### src/rtl/sipo_pkg.sv
// Shared types, constants and helpers for the serial-in/parallel-out frame receiver.
package sipo_pkg;

  typedef enum logic [1:0] {
    ST_IDLE   = 2'd0,
    ST_SHIFT  = 2'd1,
    ST_PARITY = 2'd2,
    ST_HOLD   = 2'd3
  } sipo_state_t;

  localparam int DEFAULT_WIDTH = 8;

  function automatic int cnt_width(input int width);
    return $clog2(width + 1);
  endfunction

  // Even parity: a mismatch means the received bit disagrees with the XOR of the data.
  function automatic logic parity_mismatch(input logic [31:0] data, input logic par_bit);
    return (^data) != par_bit;
  endfunction

endpackage

### src/rtl/sipo_bit_counter.sv
// Saturating bit counter for the frame receiver; counts accepted samples up to WIDTH.
module sipo_bit_counter
  import sipo_pkg::*;
#(
  parameter int WIDTH = DEFAULT_WIDTH,
  parameter int CW    = cnt_width(WIDTH)
) (
  input  logic          clk,
  input  logic          rst,
  input  logic          clear,
  input  logic          increment,
  output logic [CW-1:0] count
);

  localparam logic [CW-1:0] MAX_COUNT = CW'(WIDTH);

  logic [CW-1:0] count_r;

  // Count register: clear wins over increment, and the value never passes WIDTH.
  always_ff @(posedge clk or posedge rst) begin
    if (rst) begin
      count_r <= {CW{1'b0}};
    end else if (clear) begin
      count_r <= {CW{1'b0}};
    end else if (increment && (count_r != MAX_COUNT)) begin
      count_r <= count_r + CW'(1);
    end else begin
      count_r <= count_r;
    end
  end

  assign count = count_r;

endmodule

### src/rtl/sipo_frame_rx.sv
// MSB-first serial-to-parallel frame receiver with a ready/valid output hold stage.
// Optional even-parity bit after each frame is enabled by defining SIPO_PARITY_EN.
module sipo_frame_rx
  import sipo_pkg::*;
#(
  parameter int WIDTH = DEFAULT_WIDTH
) (
  input  logic             clk,
  input  logic             rst,
  input  logic             din,
  input  logic             din_valid,
  input  logic             start,
  output logic [WIDTH-1:0] dout,
  output logic             dout_valid,
  input  logic             dout_ready,
  output logic             busy,
  output logic             parity_err
);

  localparam int            CW       = cnt_width(WIDTH);
  localparam logic [CW-1:0] LAST_IDX = CW'(WIDTH - 1);

  sipo_state_t      state_r, state_next_s;
  logic [WIDTH-1:0] sreg_r, sreg_next_s, dout_r;
  logic             dout_valid_r, busy_r, load_s;
  logic             clear_s, shift_en_s, last_s;
  logic [CW-1:0]    count_s;

  sipo_bit_counter #(.WIDTH(WIDTH), .CW(CW)) u_bit_counter (
    .clk       (clk),
    .rst       (rst),
    .clear     (clear_s),
    .increment (shift_en_s),
    .count     (count_s)
  );

  assign clear_s     = (state_r == ST_IDLE) && start;
  assign shift_en_s  = (state_r == ST_SHIFT) && din_valid;
  assign last_s      = shift_en_s && (count_s == LAST_IDX);
  assign sreg_next_s = shift_en_s ? {sreg_r[WIDTH-2:0], din} : sreg_r;

  // Next-state decode; load_s marks the cycle whose edge moves the frame into dout.
  always_comb begin
    state_next_s = state_r;
    load_s       = 1'b0;
    case (state_r)
      ST_IDLE: begin
        if (start) state_next_s = ST_SHIFT;
        else       state_next_s = ST_IDLE;
      end
      ST_SHIFT: begin
        if (last_s) begin
`ifdef SIPO_PARITY_EN
          state_next_s = ST_PARITY;
`else
          state_next_s = ST_HOLD;
          load_s       = 1'b1;
`endif
        end else begin
          state_next_s = ST_SHIFT;
        end
      end
      ST_PARITY: begin
`ifdef SIPO_PARITY_EN
        if (din_valid) begin
          state_next_s = ST_HOLD;
          load_s       = 1'b1;
        end else begin
          state_next_s = ST_PARITY;
        end
`else
        state_next_s = ST_IDLE;
`endif
      end
      ST_HOLD: begin
        if (dout_ready) state_next_s = ST_IDLE;
        else            state_next_s = ST_HOLD;
      end
      default: state_next_s = ST_IDLE;
    endcase
  end

  // State, shift register and output registers; dout keeps its frame after the handshake.
  always_ff @(posedge clk or posedge rst) begin
    if (rst) begin
      state_r      <= ST_IDLE;
      sreg_r       <= {WIDTH{1'b0}};
      dout_r       <= {WIDTH{1'b0}};
      dout_valid_r <= 1'b0;
      busy_r       <= 1'b0;
    end else begin
      state_r <= state_next_s;
      sreg_r  <= clear_s ? {WIDTH{1'b0}} : sreg_next_s;
      busy_r  <= (state_next_s != ST_IDLE);
      if (load_s) begin
        dout_r       <= sreg_next_s;
        dout_valid_r <= 1'b1;
      end else if ((state_r == ST_HOLD) && dout_ready) begin
        dout_valid_r <= 1'b0;
      end else begin
        dout_valid_r <= dout_valid_r;
      end
    end
  end

`ifdef SIPO_PARITY_EN
  logic parity_err_r;

  // Parity flag is captured on the same edge that loads dout.
  always_ff @(posedge clk or posedge rst) begin
    if (rst) begin
      parity_err_r <= 1'b0;
    end else if (load_s) begin
      parity_err_r <= parity_mismatch(32'(sreg_r), din);
    end else begin
      parity_err_r <= parity_err_r;
    end
  end

  assign parity_err = parity_err_r;
`else
  assign parity_err = 1'b0;
`endif

  assign dout       = dout_r;
  assign dout_valid = dout_valid_r;
  assign busy       = busy_r;

endmodule

### config.mk
export PLATFORM = sky130hd
export DESIGN_NAME = sipo_frame_rx
export DESIGN_NICKNAME = d
export VERILOG_FILES = /design/src/rtl/sipo_pkg.sv /design/src/rtl/sipo_bit_counter.sv /design/src/rtl/sipo_frame_rx.sv
export SDC_FILE = /design/constraint.sdc
export NUM_CORES = 1
export LEC_CHECK = 0
export ABC_AREA = 1
export ABC_CLOCK_PERIOD_IN_PS = 1680
export BUFFER_PORTS_ARGS = -buffer_cell sky130_fd_sc_hd__buf_2
export CAP_MARGIN = 20
export CORE_MARGIN = 10
export CORE_UTILIZATION = 55
export CTS_CLUSTER_SIZE = 14
export DETAILED_ROUTE_END_ITERATION = 8
export GPL_TIMING_DRIVEN = 0
export PLACE_DENSITY = 0.79
export SYNTH_ARGS = -nofsm -noshare
export SYNTH_HDL_FRONTEND = slang
export SYNTH_HIERARCHICAL = 1
export SYNTH_SLANG_ARGS = --single-unit
### constraint.sdc
create_clock -name clk -period 1.68 [get_ports clk]
set_input_delay 0.084 -clock clk [delete_from_list [all_inputs] [get_ports clk]]
set_output_delay 0.084 -clock clk [all_outputs]
set_load 0.05 [all_outputs]
==> results.md <==
* CORE AREA at roughly 2000 µm²
* Synthesized flop and latch total at 23
* Max incr delay on CP at about 400 ps
* Pre-antenna DRT Iters at 4
* Clock skew at 5.446 ps
* Clock Latency Late Sink at 310 ps
* RSZ-0062 raised after global routing: no
* Most used cell, CP: inv_1
* Die X at 65.85 µm
* Worst r2r src: state_r[1]
* Synth-to-layout area growth at 13.09%
* Io pins at 17
* Data arrival, critical path at 1750 ps
* CTS clk-pin slew, worst paths at between 100 and 150 ps
* Worst path top cell family by delay: buffers and inverters
* Num rows at 16
* DIE AREA at 4336 µm²
* Post-synth EDFFs at 0
* Hold Crit Start: din
* Area fraction of the dominant cell type after synthesis at 49.78%
* Leakage Power at 0.7344 nW
* Worst setup path startpoint: state_r[1]
* Worst Max-Slew Pin Slew at 701.6 ps
* Synth area leader: dfrtp_1
* Final hold vios at 0
* Final Max Tran Viols at 0
* Count of final setup violators at 0
* HP Class: in -> reg
* Layout Nets at 164
* Top post-synthesis cells by area: dfrtp_1 (50%), nand2_1 (16%), nand4_1 (4.3%), inv_1 (4.2%), buf_6 (2.9%)
* Clk root buf: clkbuf_4
* Vias in the first global route at 1011
* Post-cts repair resize count at 0
* Crit path kind: reg -> reg
* Placed cells at 176
* Netlist cell types at 23
* GRT Util Overall at 11.78%
* Global-route wire length before repair at 4.105 mm
* CP required at between 1500 and 2000 ps
* Final Instance Count excl. Fillers at 182
* Mapped Nets at 143
* # diodes at 0
* Status: completed
* Cells after Synth at ~140
* Post-synthesis async set-or-reset flop share at 100.0%
* Critical Path Source Type: register
* Routed WL at about 2.3 mm
* Initial antenna violation count at 0
* Tmin final at 1543 ps
* CTS Hold Bufs at 2
* Post-synth top cells: nand2_1 (49), dfrtp_1 (23), inv_1 (13), nand4_1 (8)
* Synth Flop Type: dfrtp_1
* Initial Util at around three fifths
* Ratio of final minimum period to clock period at 91.84%
* Max-slew headroom at a little over half
* VDD IR-drop max at 0.9753 mV
* Largest net degree at the start of global routing at 20
* TritonCTS Buffers at 3
* Cell Pwr Density at 1600 nW/µm²
* Yosys warns at 6
* Mean area per synthesized cell at 8.564 µm²
* GP Congestion at around 0.83
* HPWL Detailed at 1.698 mm
* Post-CTS setup buffer count at 0
* CTS tree: built
* H-tree depth at 1
* Share of cells above drive strength 1 at 24.52%
* Max capacitance violation total at 0
* CP max FO at 10
* DR vias at 942
* GRT Residual Overflow at 0
* IO buf count at 14
* CTS Sinks at 23
* Crit. End Element: register
* Sequential element share of the synthesized area at 49.78%
* Post-DR wirelength/cell at 12.58 µm
* Critical-path top delay cell: dfrtp_1
* CP bufs+invs at 5
* Die Y at 65.85 µm
* DR iter-0 viols at 37
* Cell Chain, Critical Path: inv_1 > buf_4 > nand3_2 > inv_2 > inv_1 > nand2_2 > inv_1 > nand2_1 > nand2_1
* Antenna viol nets, final at 0
* Max Freq at between 600 and 700 MHz
* DRC at 0
* Count leader, synth: nand2_1
* Post-Synthesis Cell Area at 1156 µm²
* Setup TNS at 0 ps
* Clock Path Buffers at 2
* DR vias/cell at 5.176
path summary, 6_finish.rpt:
path,to,slack [ps],cells past startpoint
setup / recovery,u_bit_counter/count[0],140,9
hold reg to reg,dout[1],490,2
setup reg to reg,u_bit_counter/count[0],140,9
max in group asynchronous,sreg_r[6],810,3
hold / removal,sreg_r[0],60,3
min in group asynchronous,u_bit_counter/count[0],200,3
registers in the layout, summed over array words and instances (netlist names):
name and flops:
dout 8, sreg_r 7, u_bit_counter/count 4, state_r 2
busy 1, dout_valid 1
worst reg2reg max path: stages (launching register included):
cell     delay, ps
dfrtp_1        400
inv_1          110
buf_4          180
nand3_2        120
inv_2          180
inv_1          130
nand2_2        130
inv_1           70
nand2_1         60
nand2_1         60
power by group:
part           leakage [nW]  internal, mW  switching, mW
Clock                0.0177        0.0888          0.164
Sequential            0.292         0.747          0.147
Combinational         0.425         0.292          0.654
kinds of logic (layout without fill, tap and decap cells):
logic type | count (synthesis) | count (layout) | share of synthesized area (%)
and+or+nand+nor | 75 | 75 | 30.74
DFF | 23 | 23 | 49.78
buffers and inverters | 21 | 41 | 9.415
AOI/OAI and AO/OA | 12 | 12 | 6.818
adders and majority gates | 2 | 2 | 2.164
other | 1 | 1 | 0.3244
xor gates and xnor gates | 1 | 1 | 0.7577
cell type report:
cell class                      count  area (µm²)
Fill cell                         159       674.4
Sequential cell                    23       575.6
Multi-Input combinational cell     91       471.7
Timing Repair Buffer               16       90.09
Inverter                           16       60.06
Buffer                              5       48.80
Tap cell                           27       33.78
Clock buffer                        3       22.52
Clock inverter                      1       5.005
per-layer routing:
layer  GRT usage (%)  wire, µm  vias to the layer above
met2           20.05      1110                       27
met1           12.63       973                      443
li1                -         -                      468
met5               0         0                        -
met4           5.882        27                        0
met3           4.068       177                        4
through the flow:
step                util (%)  setup WS (ps)  total power, mW  cell area, µm²  hold WS, ps
finish                 65.97          137.0            2.093            1308        60.47
global route           65.97          18.80            2.257            1308        70.14
CTS                    65.97          159.8            2.100            1308        61.91
detailed placement     63.57          183.2            1.843            1260       -12.24
global placement       63.57          252.6            1.803            1260       -18.97
floorplan                  -          397.8            1.635            1156       -149.9
placed cells by master, fill, tap and decap left out:
master and count:
buf_4 2, inv_2 3, a21oi_1 5, ha_1 2, xnor2_1 1, nor2_2 1
o31ai_1 1, buf_2 14, dlygate4sd3_1 2, conb_1 1, nand3_4 1, nor2_1 4
nand3_2 2, nand2_1 49, clkinv_2 1, a21oi_2 2, o211ai_1 2, nand2_2 5
nor2_4 1, nand4_1 8, inv_1 13, dfrtp_1 23, o2bb2ai_1 1, nand3_1 4
o21ai_0 1, buf_6 3, clkbuf_4 3
Power figures use the tool's default switching activity.
